[src/rtl/rptr_fwft_handler.sv]
// rptr_fwft_handler: read-side pointer, flag and optional FWFT controller of the dual-clock FIFO.
// Define RPTR_UNDERFLOW_STICKY_EN to hold underflow_o high from the first underflow until reset.
module rptr_fwft_handler #(
    parameter int PTR_WD    = 10,
    parameter int DEPTH     = 1024,
    parameter bit FWFT      = 1'b0,
    parameter int AE_THRESH = 4
) (
    input  logic              r_clk_i,
    input  logic              r_rst_ni,
    input  logic              r_en_i,
    input  logic [PTR_WD:0]   g_wptr_sync_i,
    output logic [PTR_WD:0]   b_rptr_o,
    output logic [PTR_WD:0]   g_rptr_o,
    output logic [PTR_WD-1:0] ram_raddr_o,
    output logic              ram_ren_o,
    output logic              r_valid_o,
    output logic              empty_o,
    output logic              almost_empty_o,
    output logic [PTR_WD:0]   rd_cnt_o,
    output logic              underflow_o
);
    localparam int AW = PTR_WD + 1;
    localparam int AE = (AE_THRESH < DEPTH) ? AE_THRESH : DEPTH - 1;

    typedef enum logic [1:0] {IDLE, FETCH, VALID} state_t;

    state_t state, state_nxt;
    logic [AW-1:0] wbin, b_rptr_nxt, g_rptr_nxt, fill_nxt, cnt_nxt;
    logic mem_empty, empty_nxt, uf;

    for (genvar i = 0; i < AW; i++) begin : g_bin
        assign wbin[i] = ^g_wptr_sync_i[PTR_WD:i];
    end

    assign mem_empty   = (g_rptr_o == g_wptr_sync_i);
    assign uf          = r_en_i & ~r_valid_o;
    assign ram_raddr_o = b_rptr_o[PTR_WD-1:0];

    // A pop request while no word is presented is an underflow, so it also blocks the prefetch.
    always_comb begin
        state_nxt = state;
        case (state)
            IDLE:    if (~mem_empty & ~r_en_i) state_nxt = FETCH;
            FETCH:   state_nxt = VALID;
            VALID:   if (r_en_i & mem_empty) state_nxt = IDLE;
            default: state_nxt = IDLE;
        endcase
    end

    always_comb begin
        ram_ren_o = FWFT ? ((state == IDLE) & ~mem_empty & ~r_en_i) | ((state == VALID) & r_en_i & ~mem_empty)
                         : r_en_i & ~empty_o;
        r_valid_o = FWFT ? (state == VALID) : ~empty_o;
    end

    always_comb begin
        b_rptr_nxt = b_rptr_o + AW'(ram_ren_o);
        g_rptr_nxt = b_rptr_nxt ^ (b_rptr_nxt >> 1);
        fill_nxt   = wbin - b_rptr_nxt;
        cnt_nxt    = FWFT ? fill_nxt + AW'(state_nxt == VALID) + AW'(state_nxt == FETCH) : fill_nxt;
        empty_nxt  = FWFT ? (state_nxt != VALID) : (g_rptr_nxt == g_wptr_sync_i);
    end

    always_ff @(posedge r_clk_i or negedge r_rst_ni) begin
        if (!r_rst_ni) begin
            state          <= IDLE;
            b_rptr_o       <= '0;
            g_rptr_o       <= '0;
            rd_cnt_o       <= '0;
            empty_o        <= 1'b1;
            almost_empty_o <= 1'b1;
            underflow_o    <= 1'b0;
        end else begin
            state          <= FWFT ? state_nxt : IDLE;
            b_rptr_o       <= b_rptr_nxt;
            g_rptr_o       <= g_rptr_nxt;
            rd_cnt_o       <= cnt_nxt;
            empty_o        <= empty_nxt;
            almost_empty_o <= cnt_nxt <= AW'(AE);
`ifdef RPTR_UNDERFLOW_STICKY_EN
            underflow_o    <= underflow_o | uf;
`else
            underflow_o    <= uf;
`endif
        end
    end
endmodule
[config.mk]
export PLATFORM = sky130hd
export DESIGN_NAME = rptr_fwft_handler
export DESIGN_NICKNAME = d
export VERILOG_FILES = /design/src/rtl/rptr_fwft_handler.sv
export SDC_FILE = /design/constraint.sdc
export NUM_CORES = 1
export LEC_CHECK = 0
export CAP_MARGIN = 30
export CORE_AREA = 2 2 97 99
export DETAILED_ROUTE_END_ITERATION = 8
export DIE_AREA = 0 0 99 101
export SYNTH_ARGS = -nofsm -noshare
export SYNTH_HDL_FRONTEND = slang
export SYNTH_SLANG_ARGS = --single-unit
[constraint.sdc]
create_clock -name r_clk_i -period 4.9 [get_ports r_clk_i]
set_input_delay 0.98 -clock r_clk_i [delete_from_list [all_inputs] [get_ports r_clk_i]]
set_output_delay 0.98 -clock r_clk_i [all_outputs]
set_load 0.02 [all_outputs]
Word-level counts from Yosys, hierarchy flattened --
Cells that the tools add are included.
Storage, ports and cells: bits in registers 36, output and inout bits 48, logic and storage cells 24
Operators by class: add/sub/neg operators 2, order comparisons 1, eq/ne operators 1, bitwise operators 4, reductions and logical operators 10
Operator list (number):
- $add 11x1->11 | 1
- $eq 11x11->1 | 1
- $le 11x3->1 const B | 1
- $reduce_xor 11->1 | 1
- $sub 11x11->11 | 1
- $xor 11x10->11 | 1
- $reduce_xor 10->1 | 1
- $reduce_xor 9->1 | 1
- $reduce_xor 8->1 | 1
- $reduce_xor 7->1 | 1
- $reduce_xor 6->1 | 1
- $reduce_xor 5->1 | 1
- $reduce_xor 4->1 | 1
- $reduce_xor 3->1 | 1
- $and 1x1->1 | 2
- $reduce_xor 2->1 | 1
- $not 1->1 | 1

Logic depth before layout (Yosys ltp) --
depth in word-level cells 5, mapped depth 17, mapped depth without buffers 16

Worst setup path after synthesis --
No wires, ideal clock.
path type input to register, from input g_wptr_sync_i[9], to register almost_empty_o, library setup time 0.089 ns, arrival 4.830 ns, setup slack -0.020 ns, stages on the path 16, cell sequence buf_2 -> xnor3_2 -> xnor3_2 -> xnor2_1 -> xnor2_1 -> inv_1 -> ha_1 -> nor2b_1 -> a211oi_1 -> o21a_1 -> o21ai_0 -> a32o_1 -> nor2_1 -> xnor2_1 -> or4b_1 -> nor4b_2
Between the ends: longest elaborated chain between the ends 3, elaborated cells between the ends (all ways) 12, those cells by class 1 x add/sub; 1 x order compare; 10 x reduce/logical
Ends and longest elaborated chain:
- start: declaration | line 12 | input logic [PTR_WD:0] g_wptr_sync_i,
- $reduce_xor 11->1, or another cell as far along | line 33 | assign wbin[i] = ^g_wptr_sync_i[PTR_WD:i];
- $sub 11x11->11 (*) | line 60 | fill_nxt = wbin - b_rptr_nxt;
- named net cnt_nxt[5] | line 29 | logic [AW-1:0] wbin, b_rptr_nxt, g_rptr_nxt, fill_nxt, cnt_nxt;
- $le 11x3->1 (*) | line 80 | almost_empty_o <= cnt_nxt <= AW'(AE);
- end signal: assignment | line 80
- end: declaration | line 19 | output logic almost_empty_o,
Mark *: on every way through the listed nets, which the timed path passes. The rest lies on a longest branch.

Worst setup path after layout --
from input g_wptr_sync_i[8], to register almost_empty_o
Between the ends: longest elaborated chain between the ends 3, elaborated cells between the ends (all ways) 11, those cells by class 1 x add/sub; 1 x order compare; 9 x reduce/logical
Ends and longest elaborated chain (line):
- $reduce_xor 11->1, or another cell as far along | 33
- $sub 11x11->11 (*) | 60
- named net cnt_nxt[6] | 29
- $le 11x3->1 (*) | 80
Marked as above.

==> results.sh <==
export IMPL_status="finished clean"
export IMPL_dp_cells=461
export IMPL_drive_gt1_share_pct=17.5
export IMPL_sw_frac_of_total_pct=43.0
export IMPL_peakVddDrop_mv=0.221
export IMPL_dp_slack_ns=-0.389
export IMPL_layout_commonest_cell="clkdlybuf4s50_1"
export IMPL_synthTopCellsByArea="dfrtp_1 (32%), xnor2_1 (12%), xor2_1 (6.7%), ha_1 (3.4%), buf_4 (3.2%)"
export IMPL_gp_congestion=0.825
export IMPL_die_x_um=99
export IMPL_comb_power_share_pct=70.5
export IMPL_num_antenna_cells=0
export IMPL_p_sw_uw=980
export IMPL_setup_violations=0
export IMPL_syn_area_um2=2600
export IMPL_ios=62
export IMPL_grt_overflow_total=0
export IMPL_skew_ns=0.00285
export IMPL_total_power_uw=2280
export IMPL_worstMarginPinSlew_ns=0.635
export IMPL_cts_buffer_depth=2
export IMPL_seq_area_um2=878
export IMPL_finalCritPeriodShare_pct=96.6
export IMPL_final_setup_worst_slack_ns=0.165
export IMPL_min_period_ns=4.73
export IMPL_initial_core_util_pct=29.0
export IMPL_worst_path_max_fanout=3
export IMPL_fin_nets=380
export IMPL_internal_power_uw=1300
export IMPL_cts_tree="built"
export IMPL_holdCritPathClass="reg -> reg"
export IMPL_finalSetupTns_ns=0
export IMPL_nFillCells=860
export IMPL_path_class="in -> reg"
export IMPL_wirelength_mm=6.49
export IMPL_grt_setup_unrepaired="false"
export IMPL_cts_buffers=5
export IMPL_die_h_um=101
export IMPL_ys_async_sr_fraction_pct=100
export IMPL_p_clk_share_pct=9.3
export IMPL_multi_input_area_um2=1570
export IMPL_relSlewSlack_pct=57.4
export IMPL_drtIter0Drc=175
export IMPL_hold_viol=0
export IMPL_cellLeakagePower_uw=0.00150
export IMPL_crit_path_end_kind="flip-flop"
export IMPL_wl_per_cell_um=13.8
export IMPL_clkSinkCount=35
export IMPL_cts_hold_buffers=0
export IMPL_ys_warn_count=0
export IMPL_synth_avg_cell_area_um2=9.45
export IMPL_row_count=35
export IMPL_finalMaxSlewViolations=0
export IMPL_grt_start_max_net_pins=36
export IMPL_ys_flop_type="dfrtp_1"
export IMPL_power_density_nw_per_um2=629
export IMPL_synth_nets=297
export IMPL_vias=2276
export IMPL_synth_cell_types=54
export IMPL_ys_seq_area_share_pct=33.8
export IMPL_cp_arrival_ns=4.93
export IMPL_final_cell_count_no_fill=470
export IMPL_h_tree_depth=2
export IMPL_cts_root_buffer="clkbuf_8"
export IMPL_start_kind="input port"
export IMPL_drt_first_pass_iters=4
export IMPL_syn_instance_count=275
export IMPL_clkTransAtPathRegs_ns=0.07
export IMPL_ant_nets=0
export IMPL_reg2reg_setup_slack_ns=1.14
export IMPL_fmax_mhz=211
export IMPL_synth_seq_cells=35
export IMPL_synth_top_cell_area_share_pct=31.8
export IMPL_required_ns=5.10
export IMPL_grt_util_all_layers_pct=13.3
export IMPL_layout_common_cells="clkdlybuf4s50_1 (61), buf_4 (36), dfrtp_1 (33)"
export IMPL_fp_coreArea_um2=8980
export IMPL_synth_edf_count=0
export IMPL_antenna_found_initial=0
export IMPL_cap_violations=0
export IMPL_hpwlAfterDp_mm=5.21
export IMPL_syn_to_final_growth_pct=39.5
export IMPL_first_global_vias=2176
export IMPL_die_area_um2=10000
export IMPL_pwr_share_seq_pct=20.2
export IMPL_grt_pass1_wl_mm=10.7
export IMPL_drcViolationCount=0
export IMPL_clk_latency_ns=0.28
export IMPL_yosys_area_top_type="dfrtp_1"
export IMPL_viasPerCell=4.84
export IMPL_portBuffers=61
## layer usage
layer	GRT usage, %	up-vias	share of wire, %
met4	4.74	0	1.9
met3	1.66	8	4.7
met1	18.6	1079	47
met5	0	-	0
li1	-	1113	-
met2	21.0	76	46
## power groups by stage
stage	combinational (uW)	clock, uW	sequential [uW]
after floorplan	825	0	568
after global placement	1560	0	464
after detailed placement	1570	0	469
after CTS	1590	217	463
after global routing	1750	232	478
final	1610	212	461
## sequential cells by signal, indices dropped and copies added (netlist names)
register	flops
g_rptr_o	10
rd_cnt_o	11
underflow_o	1
almost_empty_o	1
empty_o	1
b_rptr_o	11
## cell usage after synthesis (all sizes together), types with 3 or more instances
master	count
o211ai	5
dfrtp	33
clkbuf	7
nand4	7
and2	3
ha	7
xnor2	37
xor2	21
and3	4
o21ai	9
nand2	14
inv	15
nand3	6
a21oi	14
buf	14
nor2b	4
nor4	5
nor2	17
a211oi	3
nor3	11
## cell type report
type	instances	area share, %
clock inverter	1	0.138
clock buffer	7	2.38
sequential	35	24.2
multi-input combinational	202	43.4
tap	111	3.83
inverter	17	1.76
timing repair buffer	97	24.3
## through the flow
stage               util (%)  cell area [um^2]  hold slack (ns)
global placement        38.9              3490            0.555
finish                  40.4              3630            0.565
global route            40.4              3630            0.592
floorplan                  -              2610            0.572
detailed placement      38.9              3490            0.559
CTS                     40.1              3600            0.573
## path summary, 6_finish.rpt
kind,start,cells after the start,end
worst min-delay path,empty_o$_DFF_PN1_,1,underflow_o$_DFF_PN0_
max in group asynchronous,r_rst_ni,2,almost_empty_o$_DFF_PN1_
worst min register to register,empty_o$_DFF_PN1_,1,underflow_o$_DFF_PN0_
min in group asynchronous,r_rst_ni,2,g_rptr_o[2]$_DFF_PN0_
worst max-delay path,g_wptr_sync_i[8],15,almost_empty_o$_DFF_PN1_
worst max register to register,empty_o$_DFF_PN1_,13,almost_empty_o$_DFF_PN1_
## kinds of logic after synthesis
group                      synth area share, %
AOI/OAI and AO/OA                         13.6
xor gates and xnor gates                  24.2
adders and majority gates                 4.52
buffers and inverters                     7.22
DFF                                       33.8
and+or+nand+nor                           16.7
## worst max-delay path: stages
cell,delay (ns)
clkdlybuf4s50_1,0.49
xnor3_2,0.45
xnor3_2,0.29
xnor2_2,0.18
xnor2_2,0.23
xor2_1,0.19
ha_2,0.23
fa_2,0.24
a21oi_1,0.06
o31a_1,0.29
a21oi_1,0.13
a21bo_2,0.26
xnor2_1,0.14
or4b_1,0.54
nor4b_2,0.22
## what timing repair did
| action | CTS | global route |
|---|---|---|
| setup endpoints to repair | 1 | 2 |
| setup buffers | 0 | 1 |
| pin swaps | 1 | 7 |
| gates resized for setup | 3 | 3 |
Note: power is estimated with default switching activity, not from simulation.
==> patch 1: new RTL, same flow settings <==
Make the reset (`r_rst_ni`) synchronous in one clocked block.
--- a/src/rtl/rptr_fwft_handler.sv
+++ b/src/rtl/rptr_fwft_handler.sv
@@ -62,7 +62,7 @@
         empty_nxt  = FWFT ? (state_nxt != VALID) : (g_rptr_nxt == g_wptr_sync_i);
     end
 
-    always_ff @(posedge r_clk_i or negedge r_rst_ni) begin
+    always_ff @(posedge r_clk_i) begin
         if (!r_rst_ni) begin
             state          <= IDLE;
             b_rptr_o       <= '0;
Formal check against the unedited RTL: differs if r_rst_ni is asserted again (counterexample within 4 cycles, from zero or initial values and one cycle with r_rst_ni low); with r_rst_ni held inactive, the same outputs for 10 cycles.
==> patch 1 against the original RTL <==
Wire length decreased by 3.2%; design area is 6.6% lower; synthesized area fell by 3.8%; sequential cell count is the same; synthesized cell count up 1.8%; largest cell class unchanged; via count down 7.2%; setup slack better by 0.068 ns; critical path type unchanged; count of clock-buffer cells in the layout shrank 2; first-iteration DRC count fell by 73%; non-clock buffer count is 15 lower; critical endpoint is now almost_empty_o.
Power is not compared: it rests on default switching activity, and its combinational part moved more than twofold at a synthesized area within 25%.
==> patch 1: results (changes against the original RTL) <==
metric,value,unit,change
clk_path_buf_depth,2,,unchanged
antenna_found_initial,0,,unchanged
worstSetupStartpoint,g_wptr_sync_i[10],,
first_global_vias,2092,,-3.9%
route.final.wire_length,6.28,mm,-3.2%
crit_arrival,4.86,ns,-0.07 ns
hpwlAfterDp,4.96,mm,-4.7%
sequential_element_share_of_the_synthesized_area,0.280,,-0.0578
synth-async-reset-ratio,0,,-1.00
dp_cells,450,,-2.4%
power_leakage,1.28,nW,
insertedDiodeCount,0,,unchanged
filler_cell_count,906,,+5.3%
grt_pass1_wl,10.1,mm,-5.5%
cpPeakStageDelay,0.52,ns,-0.02 ns
slew_headroom,0.484,,-0.0894
synth.cells.most_frequent,"sky130_fd_sc_hd__xnor2_1 (36), sky130_fd_sc_hd__dfxtp_1 (35), sky130_fd_sc_hd__and2_1 (20)",,
top_count_cell_post_synth,sky130_fd_sc_hd__xnor2_1,,
viasPerCell,4.61,,-4.8%
proportion_of_layout_cells_with_a_drive_suffix_above_1,0.127,,-0.0487
timing.hold.worst.start,empty_o,,
layout_top_registers,"g_rptr_o: 11 flops, rd_cnt_o: 11 flops, b_rptr_o: 10 flops",,
peakVddDrop,0.000190,V,
synth.net_count,302,,+1.7%
netlist_top_cells_area,"sky130_fd_sc_hd__dfxtp_1 (28%), sky130_fd_sc_hd__xnor2_1 (13%), sky130_fd_sc_hd__xor2_1 (5.6%)",,
global_route.usage.total,0.128,,-0.00492
syn_area_per_cell,8.94,um^2,-5.5%
io_buffer_count,61,,unchanged
final_util,0.377,,-0.0268
final_cells,458,,-2.6%
clkTransAtPathRegs,0.08,ns,
first_iter_violations,48,,-73%
critical-path-slowest-cell,sky130_fd_sc_hd__xnor3_4,,
worstHoldPathType,flop to flop,,
design.final.nets,368,,-3.2%
yosysUniqueCellTypes,57,,+5.6%
worst_clock_skew,0.00965,ns,+0.00680 ns
outcome,"finished, final reports clean",,
gp_congestion,0.859,,+4.0%
largest_net_degree_at_the_start_of_global_routing,22,,-39%
worst_r2r_startpoint,empty_o,,
==> patch 1: cell count changes after synthesis, sizes merged, moves of 3 or more <==
cell / unedited run / this run
nor4: 5 / 1
nand4: 7 / 3
and2: 3 / 20
nand2: 14 / 18
a21oi: 14 / 8
or3: 0 / 3
xor2: 21 / 16
nor3: 11 / 5
dfrtp: 33 / 0
nor2b: 4 / 10
mux2i: 0 / 5
dfxtp: 0 / 35
nor2: 17 / 14
o21ai: 9 / 6
==> patch 1: area by class of cell <==
| class | count | area, um^2 | share of cell area |
|---|---|---|---|
| clock buffers | 5 | 68.8 | 0.0203 |
| clock inverters | 3 | 20.0 | 0.00591 |
| inverters | 14 | 52.6 | 0.0155 |
| multi-input cells | 208 | 1630 | 0.481 |
| flip-flops and latches | 35 | 701 | 0.207 |
| well taps | 111 | 139 | 0.0410 |
| repair buffers | 82 | 776 | 0.229 |
==> patch 1: logic make-up (layout without fill, tap and decap cells) <==
logic type                 after synthesis  count (layout)  synth area share
muxes                                    6               6            0.0245
DFF                                     35              35             0.280
xor gates and xnor gates                56              56             0.222
and+or+nand+nor                         89              89             0.192
AOI/OAI and AO/OA                       49              49             0.165
adders and majority gates                8               8            0.0430
buffers and inverters                   37             104            0.0735
==> patch 1: final timing paths <==
path / end / slack (ns) / cells after the start
worst max-delay path: almost_empty_o / 0.23 / 15
worst min-delay path: underflow_o / 0.52 / 1
worst max register to register: almost_empty_o / 1.55 / 13
worst min register to register: underflow_o / 0.52 / 1
==> patch 1: report_power, final <==
group,switching [W],internal [W],leakage (nW)
Sequential,0.0000101,0.000315,0.286
Combinational,0.000268,0.000261,0.953
Clock,0.000110,0.0000989,0.0402
==> patch 1: routing by layer <==
| layer | routed length [um] | up-vias | track usage |
|---|---|---|---|
| met5 | 0 | - | 0 |
| met4 | 57 | 0 | 0.0306 |
| met3 | 261 | 6 | 0.0264 |
| met2 | 2980 | 53 | 0.220 |
| met1 | 2980 | 970 | 0.164 |
| li1 | - | 1083 | - |
==> patch 1: critical path, delay by kind of cell <==
kind            cells  cell delay (ns)
compound gates      6             1.20
xor+xnor            6             1.59
fa+ha+maj           2             0.62
buf+inv             1             0.49
==> patch 1: timing repair <==
item                                    in CTS  in global routing
setup buffers                                0                  0
gates resized for setup                      0                  2
hold endpoints to repair                     0                  0
endpoints found under the setup margin       0                  2
hold buffers                                 0                  0
==> patch 1: through the flow <==
| step | worst slack, ns | cell area, um^2 | power, W |
|---|---|---|---|
| 2_1_floorplan | 0.306 | 2500 | 0.000673 |
| 3_3_place_gp | 0.0259 | 3270 | 0.000845 |
| 3_5_place_dp | -0.0829 | 3290 | 0.000852 |
| 4_1_cts | 0.198 | 3370 | 0.00107 |
| 5_1_grt | 0.0216 | 3390 | 0.00114 |
| 6_report | 0.234 | 3390 | 0.00106 |
==> patch 2: new RTL, same settings <==
Made on the original files. The parameter `FWFT` goes from 1'b0 to 1'b1.
--- a/src/rtl/rptr_fwft_handler.sv
+++ b/src/rtl/rptr_fwft_handler.sv
@@ -3,7 +3,7 @@
 module rptr_fwft_handler #(
     parameter int PTR_WD    = 10,
     parameter int DEPTH     = 1024,
-    parameter bit FWFT      = 1'b0,
+    parameter bit FWFT      = 1'b1,
     parameter int AE_THRESH = 4
 ) (
     input  logic              r_clk_i,
Behaviour: not the same (Yosys sat finds a counterexample within 4 cycles, from zero or initial values and one cycle with r_rst_ni low).
==> patch 2 against the original RTL <==
Power rose by 23%; design area fell by 5.7%; synthesized area fell by 15%; fmax rose by 2.6%; core utilization fell by 2.3 points; setup slack improved by 0.12 ns; clock power rose by 50%; sequential cell count rose by 2; wire length fell by 18%.
==> patch 2: results (changes against the original RTL) <==
metric,value,unit,change
clkTransAtPathRegs,0.08,ns,
clk_path_buf_depth,2,,unchanged
filler_cell_count,890,,+3.5%
dp_cells,397,,-14%
critical-path-slowest-cell,sky130_fd_sc_hd__clkdlybuf4s50_1,,
cpPeakStageDelay,0.45,ns,-0.09 ns
grt_pass1_wl,8.68,mm,-19%
outcome,"finished, final reports clean",,
largest_net_degree_at_the_start_of_global_routing,38,,+5.6%
clock_area_frac,0.0391,,+0.0140
global_route.usage.total,0.111,,-0.0220
worst_clock_skew,0.00961,ns,+0.00677 ns
power_leakage,1.63,nW,+9.1%
sequential_element_share_of_the_synthesized_area,0.423,,+0.0847
syn_area_per_cell,11.2,um^2,+19%
crit_arrival,4.84,ns,-0.09 ns
ff_latch_area,928,um^2,+5.7%
synth-seq-cells,37,,+5.7%
global_route.usage.met2,0.182,,-0.0281
final_cells,406,,-14%
gp_congestion,0.837,,+1.4%
route.final.wire_length,5.33,mm,-18%
cts-resized-gates,1,,-2
buffers_excl_clock,102,,+5.2%
met3_usage,0.0305,,+0.0139
fraction_of_standard_cell_area_in_multi_input_logic,0.356,,-0.0781
io_buffer_count,61,,unchanged
clock_buffer_count_in_the_final_layout,5,,-2
first_iter_violations,26,,-85%
final.signal_inverter_count,17,,unchanged
worstMarginPinSlew,0.832,ns,+0.198 ns
yosysUniqueCellTypes,30,,-44%
busiest_layer,met2,,
design.final.nets,331,,-13%
grt_util_met1,0.145,,-0.0408
critical_path_s_top_delay_family,adder cells,,
crit_fanout,2,,-1
routed-via-count,1663,,-27%
non_clock_buffer_area_share,0.274,,+0.0315
netlist_top_cells_area,"sky130_fd_sc_hd__dfrtp_1 (40%), sky130_fd_sc_hd__ha_1 (12%), sky130_fd_sc_hd__xnor2_1 (10%)",,
synth-async-reset-ratio,1.00,,unchanged
comb.multi_input.count,131,,-35%
synth.net_count,233,,-22%
firstDrtPassIters,4,,unchanged
first_global_vias,1782,,-18%
hpwlAfterDp,4.29,mm,-18%
clock_latency,0.29,ns,
cts_htree_levels,2,,unchanged
yosys_warnings,0,,unchanged
synth.cells.most_frequent,"sky130_fd_sc_hd__dfrtp_1 (35), sky130_fd_sc_hd__xnor2_1 (26), sky130_fd_sc_hd__xor2_1 (22)",,
peakVddDrop,0.000297,V,+35%
proportion_of_layout_cells_with_a_drive_suffix_above_1,0.258,,+0.0821
==> patch 2: routing by layer <==
| layer | wire [um] | up-vias |
|---|---|---|
| li1 | - | 830 |
| met1 | 2470 | 787 |
| met2 | 2510 | 44 |
| met3 | 314 | 2 |
| met4 | 27 | 0 |
| met5 | 0 | - |
==> patch 2: logic make-up after synthesis <==
kind of cell               after synthesis  synth area share
DFF                                     37             0.423
xor gates and xnor gates                54             0.240
buffers and inverters                   28            0.0666
adders and majority gates               23             0.138
and+or+nand+nor                         34            0.0792
AOI/OAI and AO/OA                       20            0.0541
==> patch 2: worst paths after layout <==
check | depth (start not counted) | slack (ns) | start | endpoint
setup / recovery | 19 | 0.28 | g_wptr_sync_i[6] | almost_empty_o
hold / removal | 1 | 0.53 | state[1] | state[0]
setup reg to reg | 18 | 0.92 | b_rptr_o[10] | almost_empty_o
hold reg to reg | 1 | 0.53 | state[1] | state[0]
max in group asynchronous | 1 | 3.59 | r_rst_ni | b_rptr_o[2]
min in group asynchronous | 1 | 0.79 | r_rst_ni | rd_cnt_o[5]
==> patch 2: power breakdown <==
group | internal, W | leakage (nW) | switching [W]
Combinational | 0.00101 | 1.11 | 0.000956
Clock | 0.000202 | 0.0681 | 0.000116
Sequential | 0.000447 | 0.458 | 0.0000846
==> patch 2: metrics by stage <==
step	worst slack, ns	power (W)	setup TNS [ns]	hold slack (ns)	area, um^2
final	0.283	0.00282	0	0.531	3420
after detailed placement	-0.297	0.00243	-0.499	0.526	3160
after floorplan	0.412	0.00158	0	0.485	2200
after global placement	-0.146	0.00240	-0.150	0.507	3160
after CTS	0.0208	0.00276	0	0.538	3300
after global routing	-0.0167	0.00307	-0.0167	0.563	3420
